<file path="src/rtl/ld2_write_seq.sv">
// Write sequencer for a bank of level-sensitive latches: sets up the shared D bus,
// pulses one active-low gate, holds, then reads the word back and flags mismatches.
module ld2_write_seq #(
    parameter int WIDTH = 8,
    parameter int NLAT  = 4,
    parameter int TSU   = 1,
    parameter int TPW   = 2,
    parameter int THD   = 1
) (
    input  logic                      CP,
    input  logic                      CD,
    input  logic                      req_valid,
    output logic                      req_ready,
    input  logic [$clog2(NLAT)-1:0]   req_addr,
    input  logic [WIDTH-1:0]          req_data,
    output logic [WIDTH-1:0]          ld_d,
    output logic [NLAT-1:0]           ld_gn,
    input  logic [NLAT*WIDTH-1:0]     ld_q,
    output logic                      done,
    output logic                      err,
    output logic [7:0]                err_cnt,
    input  logic                      err_clr
);
    localparam int AW    = $clog2(NLAT);
    localparam int CW    = 16;
    localparam int TSU_E = (TSU < 1) ? 1 : TSU;
    localparam int TPW_E = (TPW < 1) ? 1 : TPW;
    localparam int THD_E = (THD < 1) ? 1 : THD;
    localparam logic [CW-1:0] SU_LAST = CW'(TSU_E - 1);
    localparam logic [CW-1:0] PW_LAST = CW'(TPW_E - 1);
    localparam logic [CW-1:0] HD_LAST = CW'(THD_E - 1);

    typedef enum logic [2:0] {
        IDLE  = 3'd0,
        SETUP = 3'd1,
        OPEN  = 3'd2,
        HOLD  = 3'd3,
        CHECK = 3'd4
    } state_t;

    // Handshake: a request transfers on a CP edge where req_valid and req_ready are both 1.
    state_t                       state, state_nxt;
    logic [CW-1:0]                cnt, cnt_nxt;
    logic [AW-1:0]                addr;
    logic                         accept;
    logic                         ready_nxt, done_nxt, err_nxt;
    logic [NLAT-1:0]              gn_nxt;
    logic [7:0]                   err_cnt_nxt;
    logic [NLAT-1:0][WIDTH-1:0]   q_words;

    assign accept  = req_valid & req_ready;
    assign q_words = ld_q;

    always_ff @(posedge CP or negedge CD) begin
        if (!CD) begin
            state     <= IDLE;
            cnt       <= '0;
            addr      <= '0;
            ld_d      <= '0;
            ld_gn     <= '1;
            req_ready <= 1'b0;
            done      <= 1'b0;
            err       <= 1'b0;
            err_cnt   <= '0;
        end else begin
            state     <= state_nxt;
            cnt       <= cnt_nxt;
            if (accept) begin
                addr <= req_addr;
                ld_d <= req_data;
            end
            ld_gn     <= gn_nxt;
            req_ready <= ready_nxt;
            done      <= done_nxt;
            err       <= err_nxt;
            err_cnt   <= err_cnt_nxt;
        end
    end

    always_comb begin
        state_nxt = state;
        cnt_nxt   = cnt;
        case (state)
            IDLE: begin
                if (accept) begin
                    state_nxt = SETUP;
                    cnt_nxt   = '0;
                end
            end
            SETUP: begin
                if (cnt == SU_LAST) begin
                    state_nxt = OPEN;
                    cnt_nxt   = '0;
                end else begin
                    cnt_nxt = cnt + CW'(1);
                end
            end
            OPEN: begin
                if (cnt == PW_LAST) begin
                    state_nxt = HOLD;
                    cnt_nxt   = '0;
                end else begin
                    cnt_nxt = cnt + CW'(1);
                end
            end
            HOLD: begin
                if (cnt == HD_LAST) begin
                    state_nxt = CHECK;
                    cnt_nxt   = '0;
                end else begin
                    cnt_nxt = cnt + CW'(1);
                end
            end
            CHECK:   state_nxt = IDLE;
            default: state_nxt = IDLE;
        endcase
    end

    // Outputs are decoded from the next state so every one of them comes straight off a flop.
    always_comb begin
        ready_nxt = (state_nxt == IDLE);
        gn_nxt    = '1;
        if (state_nxt == OPEN) begin
            gn_nxt[addr] = 1'b0;
        end
        done_nxt = (state_nxt == CHECK);
        err_nxt  = (state_nxt == CHECK) && (q_words[addr] != ld_d);
        if (err_clr) begin
            err_cnt_nxt = '0;
        end else if (done && err && (err_cnt != 8'hFF)) begin
            err_cnt_nxt = err_cnt + 8'd1;
        end else begin
            err_cnt_nxt = err_cnt;
        end
    end
endmodule
</file>
<file path="config.mk">
export PLATFORM = sky130hd
export DESIGN_NAME = ld2_write_seq
export DESIGN_NICKNAME = d
export VERILOG_FILES = /design/src/rtl/ld2_write_seq.sv
export SDC_FILE = /design/constraint.sdc
export NUM_CORES = 1
export LEC_CHECK = 0
export ABC_CLOCK_PERIOD_IN_PS = 5700
export BUFFER_PORTS_ARGS = -buffer_cell sky130_fd_sc_hd__buf_2
export CAP_MARGIN = 20
export CORE_UTILIZATION = 50
export DETAILED_ROUTE_END_ITERATION = 6
export HOLD_SLACK_MARGIN = 0.05
export PLACE_DENSITY = 0.78
export SLEW_MARGIN = 20
export SYNTH_ARGS = -nofsm -noshare
export SYNTH_HDL_FRONTEND = slang
export SYNTH_SLANG_ARGS = --single-unit
export TNS_END_PERCENT = 1
</file>
<file path="constraint.sdc">
create_clock -name CP -period 5.7 [get_ports CP]
set_clock_uncertainty 0.05 [all_clocks]
set_input_delay 1.14 -clock CP [delete_from_list [all_inputs] [get_ports CP]]
set_output_delay 1.14 -clock CP [all_outputs]
set_load 0.005 [all_outputs]
</file>
Word level (Yosys, flattened, before mapping). Cells that the tools add are included.

Equality and inequality tests: 9. Magnitude comparators: 2. Muxes and demuxes: 16. Reduce and logical (&&, ||, !) cells: 11. $add $sub $neg: 2. Bitwise gates (word level): 2.

Operators by type and width (count): 16-bit two-way mux (3); 16-bit one-hot mux with 3 select lines (1); 8-bit two-way mux (3); 16-bit by 1-bit adder with 16-bit output, second input constant (1); 8-bit binary-select mux with 2-bit select (1); 16-bit by 1-bit == test with 1-bit output, second input constant (1); 16-bit logical NOT (1); 3-bit two-way mux (4); 3-bit one-hot mux with 4 select lines (1); 3-bit by 2-bit == test with 1-bit output, second input constant (3); 8-bit by 1-bit adder with 8-bit output, second input constant (1); 8-bit inequality test (1); 8-bit inequality test, second input constant (1); 3-bit logical NOT (2); 1-bit logical AND (4); 4-bit two-way mux (1); 4-bit NOT (1); 3-bit by 1-bit == test with 1-bit output, second input constant (1); 3-bit == test, second input constant (1); 2-bit by 3-bit less-than comparator with 1-bit output, second input constant (1); 3-bit nonzero test (1); 1-bit demux with 2-bit select (1); 2-bit by 1-bit >= comparator with 1-bit output, second input constant (1); 2-bit inequality test, second input constant (1); other kinds (5) (5).

Output and inout port bits: 23. Bits in registers: 44. Input port bits: 46.

Logic depth before layout (Yosys ltp). Gate-level depths: netlist of the first run.

Depth in word-level cells: 6. Depth in mapped cells: 8. Mapped depth without buffers: 7.

Worst setup path after synthesis of the first run. OpenSTA, ideal clock, no wires.

Path type: input-to-reg. Start point: input ld_q[26]. End point: register err. Stages on the path: 4. Setup slack: 3.441 ns. Data arrival time: 2.077 ns. Data required time: 5.518 ns. Library setup time: 0.132 ns. Cells stage by stage: mux4_2 -> xor2_1 -> nor4_1 -> a21boi_1.

Cells in the longest elaborated chain, start to end: 4.

RTL lines: from (decl) (line 18) `input logic [NLAT*WIDTH-1:0] ld_q,`; 8-bit binary-select mux with 2-bit select (line 127) `err_nxt = (state_nxt == CHECK) && (q_words[addr] != ld_d);`; 8-bit two-way mux (implied by the code) (line 127); 8-bit inequality test (line 127); 1-bit logical AND (line 127); net err_nxt (line 46) `logic ready_nxt, done_nxt, err_nxt;`; to (signal assigned) (line 75) `err <= err_nxt;`; to (decl) (line 20) `output logic err,`.

The timed path passes the listed nets, and every way through them passes these cells. The select of a mux whose other input is x is not followed. A chain may end at the register's enable or synchronous reset.

Final worst setup path of the first run.
Start point: input req_valid. End point: register cnt[6].

Cells in the longest elaborated chain, start to end: 3.

RTL lines: from (decl) (line 12) `input logic req_valid,`; 1-bit AND (line 51) `assign accept = req_valid & req_ready;`; 2-bit inequality test (no source line); 2-bit AND reduction (no source line); to (signal assigned) (line 67) `cnt <= cnt_nxt;`; to (decl) (line 43) `logic [CW-1:0] cnt, cnt_nxt;`.

No other way between the ends.

==> results of run 1 <==
## cell families after synthesis
group	count (synthesis)	synth area share [%]
mux	19	12.53
buf+inv	14	2.951
simple gates	79	19.26
compound gates	39	11.24
flops	44	45.78
fa+ha+maj	4	2.072
xor+xnor	17	6.162
## Yosys cell counts, types with 4 or more instances
cell type,n
dfrtp_1,40
mux4_2,8
or3_1,4
nand3_1,11
dfstp_2,4
inv_1,6
nor3_1,6
a21oi_1,7
mux2_2,10
nor2_1,14
a21o_1,4
o21ai_0,13
nor3b_1,6
nand2_1,15
ha_1,4
xnor2_1,6
xor2_1,11
## metrics by stage
step           hold slack (ns)  utilization, %
2_1_floorplan           0.4303               -
3_3_place_gp            0.4731           61.64
3_5_place_dp            0.4757           61.64
4_1_cts                 0.4874           63.72
5_1_grt                 0.5187           63.72
6_report                0.4991           63.72
## power by group
group	total [mW]	internal (mW)	leakage (nW)	switching, mW
Clock	0.201	0.0985	0.0445	0.102
Sequential	0.523	0.405	0.571	0.118
Combinational	0.624	0.308	0.708	0.316
## layout make-up
| type | count | share of cell area (%) |
|---|---|---|
| sequential | 44 | 38.54 |
| timing repair buffer | 68 | 11.86 |
| clock buffer | 7 | 3.008 |
| tap | 52 | 2.267 |
| clock inverter | 1 | 0.2616 |
| inverter | 7 | 0.9154 |
| multi-input combinational | 158 | 43.16 |
## worst max path at each step
stage | to | slack (ns) | depth (start not counted)
3_5_place_dp | cnt[6] | 2.21 | 6
5_1_grt | cnt[6] | 2.30 | 6
2_1_floorplan | err | 3.44 | 4
6_report | cnt[6] | 2.52 | 6
4_1_cts | cnt[6] | 2.51 | 6
3_3_place_gp | cnt[6] | 2.27 | 6
## layer usage
layer  GRT usage [%]  wire (um)  vias to the layer above
li1                -          -                      930
met1           29.32       2271                      916
met2           36.19       2455                       45
met3           3.376        166                        7
met4           7.843         74                        0
met5               0          0                        -
## flip-flops by register name, summed over array words and instances (netlist names)
register	cells
req_ready	1
ld_d	8
addr	2
ld_gn	4
state	3
err	1
err_cnt	8
cnt	16
done	1
## critical path, cell delays in order
cell	delay (ns)
buf_2	0.08
nand2_1	0.31
a21oi_1	0.80
clkinv_1	0.48
nor4_1	0.37
a22o_1	0.18
==> key figures, run 1 <==
Outcome
  – Outcome: finished clean

Layout
  – Most common cell after layout, fill and taps aside: buf_2
  – Share of layout cells above drive strength 1: between 30% and 40%
  – Antenna diodes: 0
  – Most frequent cells in the layout: 68 x buf_2, 40 x dfrtp_1, 15 x nand2_1, 14 x nor2_1, 13 x o21ai_0
  – Cell Count, Final, Fillers Out: around 340
  – P&R area growth vs syn: 18.80%
  – Multi-input gate area: approximately 1200 sq um
  – Fin area: roughly 2900 sq um
  – Final #Nets: 334
  – FF+latch area: about 1100 sq um
  – Fill cell count: roughly 370

Route
  – WL final: between 4000 and 5000 um
  – Via/cell ratio: about 5.6
  – DR DRC count: 0
  – Routed via count: between 1500 and 2000
  – Pre-antenna DRT Iters: 4
  – Antenna Nets Post-Route: 0
  – DRT iter0 DRCs: 90
  – WL per Instance: ~15 um

Timing
  – Worst slew margin: a little over a third
  – Worst-Margin Slew: roughly 0.96 ns
  – Post-route setup slack: around 2.5 ns
  – Endpoints failing setup: 0
  – Tcrit/Tclk final: 55.87%
  – Setup_tns: 0 ns
  – Slew Limit Fails: 0
  – Fin crit period: around 3.2 ns
  – Final hold vios: 0
  – Max Fclk: ~310 MHz
  – Unrepaired setup endpoints after global routing: no

Synthesis
  – Syn avg cell area: approximately 11 sq um
  – Largest cells by area after synthesis: dfrtp_1 41%, mux4_2 7.5%, mux2_2 4.7%
  – Primary FF master, synth: dfrtp_1
  – Post-synthesis cell area: approximately 2400 sq um
  – Mapped Cells: 216
  – Asr flop ratio synth: 100.0%
  – Dominant cell type by area after synthesis: dfrtp_1
  – Post-synth EDFFs: 0
  – Synth warn: 0
  – Post-synth top area share: 41.43%
  – Register area share after synthesis: between 40 and 50%
  – Synth unique cells: 44
  – FF+latch count, synth: 44
  – Syn nets: roughly 270

GRT
  – Vias in the first global route: 1912
  – Number of antenna violations at the first check in global routing: 0
  – First-pass GRT wire length: 8680 um
  – Largest net degree at the start of global routing: 45
  – Global route overflow: 0
  – Overall fraction of global-route tracks in use: 21.80%

Worst setup path
  – Worst reg-to-reg path cell count: 5
  – Setup CP Type: input port to register
  – Worst reg2reg path startpoint: req_ready
  – CP Capture Type: register
  – RR Endpoint: cnt[6]
  – Critical Path Start Type: input port
  – Critical Path AT: approximately 3.4 ns
  – CP Data Required Time: 5.88 ns
  – Setup slack, reg-to-reg: ~3.1 ns
  – CP max FO: 12
  – Origin of the worst setup path: req_valid

Clock network
  – TritonCTS clock tree: done
  – Hold Buf Count CTS: 0
  – Root cell of the clock tree: clkbuf_8
  – CTS Buf Count: 5
  – CTS-repair resized insts: 0
  – Post-CTS Setup Repair Bufs: 0
  – # clock sinks: 44
  – Clock buffer depth: 2
  – H-Tree Level Count: 2
  – Skew-Pair Late Insertion Delay: 0.29 ns
  – Clock-pin transition on the worst setup and hold timing paths: about 0.080 ns

Min path
  – Hold crit path type: register to register
  – Hold endpoint: cnt[11]
  – Hold Path Cell Cnt: 1
  – Hold_sp: cnt[11]

Place
  – Dpl cells: between 300 and 400
  – Placed Area: between 2000 and 3000 sq um
  – Routability Congestion: approximately 0.76
  – Dpl hpwl: 3628 um
  – Pre-CTS setup slack: ~2.2 ns
  – Port Buffers: 68

Power and ir drop
  – Power, Total: ~1.3 mW
  – Leakage power: between 1 and 1.5 nW
  – Power Density: ~470 nW/um^2
  – Peak supply drop: 0.0002929 V

Floorplanning
  – Die Height: 71.52 um
  – Core area: between 4000 and 5000 sq um
  – Initial Util: between 50% and 60%
  – # rows: 24
  – Die area: slightly above 5000 sq um
  – I/O pin count: between 60 and 70
  – Die width: about 72 um

Job
  – Max-capacitance violation count: 0
(Power assumes the default switching activity.)
==> run 2: changes to the inputs <==
--- a/config.mk
+++ b/config.mk
@@ -5,13 +5,14 @@
 export SDC_FILE = /design/constraint.sdc
 export NUM_CORES = 1
 export LEC_CHECK = 0
-export ABC_CLOCK_PERIOD_IN_PS = 5700
+export ABC_AREA = 1
+export ABC_CLOCK_PERIOD_IN_PS = 2800
 export BUFFER_PORTS_ARGS = -buffer_cell sky130_fd_sc_hd__buf_2
 export CAP_MARGIN = 20
-export CORE_UTILIZATION = 50
+export CORE_UTILIZATION = 48
 export DETAILED_ROUTE_END_ITERATION = 6
 export HOLD_SLACK_MARGIN = 0.05
-export PLACE_DENSITY = 0.78
+export PLACE_DENSITY = 0.77
 export SLEW_MARGIN = 20
 export SYNTH_ARGS = -nofsm -noshare
 export SYNTH_HDL_FRONTEND = slang
==> constraint.sdc (replaced) <==
create_clock -name CP -period 2.8 [get_ports CP]
set_clock_uncertainty 0.05 [all_clocks]
set_input_delay 0.56 -clock CP [delete_from_list [all_inputs] [get_ports CP]]
set_output_delay 0.56 -clock CP [all_outputs]
set_load 0.005 [all_outputs]
==> key figures, run 2 <==
Worst setup path
  – CP max stage cell: nand2_1
  – Worst reg-to-reg path cell count: 7 (+2)
  – Critical Path AT: 1.95 ns (-1.42 ns)
  – Crit path largest cell delay: 0.43 ns (-0.37 ns)
  – CP Capture Type: register
  – CP cell instances: nor2_1 -> nand2_1 -> nand2_1 -> inv_1 -> nand3_1 -> xor2_1 -> nor2_2
  – CP Buf/Inv Count: 1 (-1)
  – CP max FO: 11 (-1)
  – CP Depth: 7 (+1)
  – Setup CP Type: register to register
  – Setup slack, reg-to-reg: 0.98 ns (-2.10 ns)
  – Top Family by Delay on Critical Path: simple AND/OR/NAND/NOR gates
  – Critical Path Start Type: register
  – CP Data Required Time: 2.93 ns (-2.95 ns)
  – CP most frequent cell: nand2_1

Layout
  – Final #Nets: 512 (+53%)
  – Largest register FFs: 16 (unchanged)
  – P&R area growth vs syn: 16.94%
  – Share of layout cells above drive strength 1: 24.41% (-14 points)
  – Core Util, Final: 58.60% (-5.1 points)
  – Most frequent cells in the layout: 153 x nand2_1, 67 x buf_2, 40 x dfrtp_1, 34 x inv_1, 32 x nor2_1
  – Top flop regs: cnt: 16 flops, err_cnt: 8 flops, ld_d: 8 flops
  – Largest reg by FF count: cnt
  – Fin area: 3247 sq um (+13%)
  – Fill cell count: 532 (+44%)
  – Antenna diodes: 0 (unchanged)
  – Most common cell after layout, fill and taps aside: nand2_1
  – Cell Count, Final, Fillers Out: 535 (+59%)

Timing
  – Fin crit period: roughly 1.8 ns
  – Slew Limit Fails: 0 (unchanged)
  – Final hold vios: 0 (unchanged)
  – Endpoints failing setup: 0 (unchanged)
  – Worst slew margin: 62.15% (+26 points)
  – Max Fclk: roughly 550 MHz
  – Worst-Margin Slew: 0.5663 ns (-0.3968 ns)
  – Unrepaired setup endpoints after global routing: no
  – Final hold slack: 0.1849 ns (-0.3142 ns)
  – Post-route setup slack: 0.9826 ns (-1.533 ns)
  – Tcrit/Tclk final: 64.91%
  – Setup_tns: 0 ns (unchanged)

GRT
  – Vias in the first global route: 2551 (+33%)
  – First-pass GRT wire length: 10740 um (+24%)
  – Largest net degree at the start of global routing: 45 (unchanged)
  – Number of antenna violations at the first check in global routing: 0 (unchanged)
  – Overall fraction of global-route tracks in use: 22.09% (+0.30 points)
  – Global route overflow: 0 (unchanged)

Floorplanning
  – # rows: 27 (+13%)
  – Initial Util: 50.11% (-3.5 points)
  – Die area: 6093 sq um (+19%)
  – Die Height: 78.06 um (+9.1%)
  – Die width: 78.06 um (+9.1%)
  – Core area: 5540 sq um (+23%)
  – I/O pin count: 69 (unchanged)

Synthesis
  – Post-synth top cells: 153 x nand2_1, 40 x dfrtp_1, 34 x inv_1, 32 x nor2_1, 27 x nand3_1
  – Synth warn: 0 (unchanged)
  – Register area share after synthesis: 39.84% (-5.9 points)
  – FF+latch count, synth: 44 (unchanged)
  – Largest cells by area after synthesis: dfrtp_1 36%, nand2_1 21%, nand3_1 4.9%
  – Post-synthesis cell area: 2776 sq um (+15%)
  – Asr flop ratio synth: 100.0% (unchanged)
  – Synth unique cells: 32 (-27%)
  – Post-synth EDFFs: 0 (unchanged)
  – Cell with the most instances after synthesis: nand2_1
  – Syn avg cell area: 7.083 sq um (-37%)
  – Primary FF master, synth: dfrtp_1
  – Mapped Cells: 392 (+81%)
  – Dominant cell type by area after synthesis: dfrtp_1
  – Post-synth top area share: 36.05% (-5.4 points)
  – Syn nets: 442 (+66%)

Clock network
  – Hold Buf Count CTS: 0 (unchanged)
  – Skew-Pair Late Insertion Delay: 0.30 ns (about the same)
  – # clock sinks: 44 (unchanged)
  – CTS Buf Count: 5 (unchanged)
  – CTS-repair resized insts: 0 (unchanged)
  – Root cell of the clock tree: clkbuf_8
  – TritonCTS clock tree: done
  – Clock buffer depth: 2 (unchanged)
  – Clock-pin transition on the worst setup and hold timing paths: 0.09 ns (about the same)
  – Post-CTS Setup Repair Bufs: 0 (unchanged)
  – H-Tree Level Count: 2 (unchanged)

Job
  – Max-capacitance violation count: 0 (unchanged)

Place
  – Pre-CTS setup slack: 0.7377 ns (-1.476 ns)
  – Routability Congestion: 0.9681 (+27%)
  – Placed Area: 3157 sq um (+14%)
  – Dpl hpwl: 4554 um (+26%)
  – Dpl cells: 527 (+60%)
  – Port Buffers: 68 (unchanged)

Power and ir drop
  – Power Density: 852.7 nW/um^2 (+82%)
  – Comb power frac: 52.0% (+5.7 points)
  – Clock network power share: 14.3% (-0.6 points)
  – Flop pwr share: 33.8% (-5.0 points)
  – Pint: 1.463 mW (+80%)
  – Switching share of power: 47.17% (+7.4 points)
  – Peak supply drop: 0.0004844 V (+65%)
  – Leakage power: 1.716 nW (+30%)
  – Switching power: 1.306 mW (+140%)
  – Power, Total: 2.769 mW (+110%)

Min path
  – Hold crit path type: input port to asynchronous set/reset pin

Outcome
  – Outcome: finished clean

Route
  – Via/cell ratio: 4.989 (-11%)
  – Routed via count: 2669 (+41%)
  – WL per Instance: 11.60 um (-21%)
  – DR DRC count: 0 (unchanged)
  – WL final: 6207 um (+25%)
  – DRT iter0 DRCs: 111 (+23%)
  – Antenna Nets Post-Route: 0 (unchanged)
  – Pre-antenna DRT Iters: 4 (unchanged)
-- run 2: metal layers --
metal  part of all wire [%]  track usage [%]  wire length (um)  vias to the layer above
met4                    1.4            6.852                86                        0
li1                       -                -                 -                     1367
met3                    4.4            4.186               272                       10
met5                      0                0                 0                        -
met1                     46            28.03              2828                     1222
met2                     49            37.98              3019                       70
-- run 2: path summary, 6_finish.rpt --
path,from,to
worst max-delay path,state[0],cnt[15]
worst min-delay path,CD,err_cnt[1]
worst max register to register,state[0],cnt[15]
worst min register to register,ld_d[3],ld_d[3]
max in group asynchronous,CD,ld_gn[0]
min in group CP,err_clr,err_cnt[3]
-- run 2: logic make-up after synthesis --
| family | count (synthesis) | share of synthesized area, % |
|---|---|---|
| and+or+nand+nor | 249 | 39.88 |
| DFF | 44 | 39.84 |
| buffers and inverters | 48 | 7.886 |
| adders and majority gates | 4 | 1.803 |
| AOI/OAI and AO/OA | 36 | 7.121 |
| xor gates and xnor gates | 11 | 3.470 |
-- run 2: worst register-to-register path, stage by stage, from the launching register on --
cell and delay, ns:
dfrtp_1 0.41, nor2_1 0.17, nand2_1 0.07, nand2_1 0.43
inv_1 0.19, nand3_1 0.14, xor2_1 0.19, nor2_2 0.05
-- run 2: layout make-up --
class | count | area [sq um] | area share, %
well taps | 72 | 90.09 | 2.775
clock buffers | 5 | 68.82 | 2.119
flip-flops and latches | 44 | 1106 | 34.07
repair buffers | 70 | 357.8 | 11.02
clock inverters | 3 | 18.77 | 0.5780
inverters | 41 | 153.9 | 4.740
multi-input cells | 300 | 1451 | 44.70
-- run 2: power groups by stage --
stage               sequential, mW  combinational, mW  clock [mW]
floorplan                    0.930               1.11           0
global route                 0.951               1.65       0.435
finish                       0.935               1.44       0.395
CTS                          0.932               1.44       0.408
global placement             0.940               1.41           0
detailed placement           0.944               1.43           0
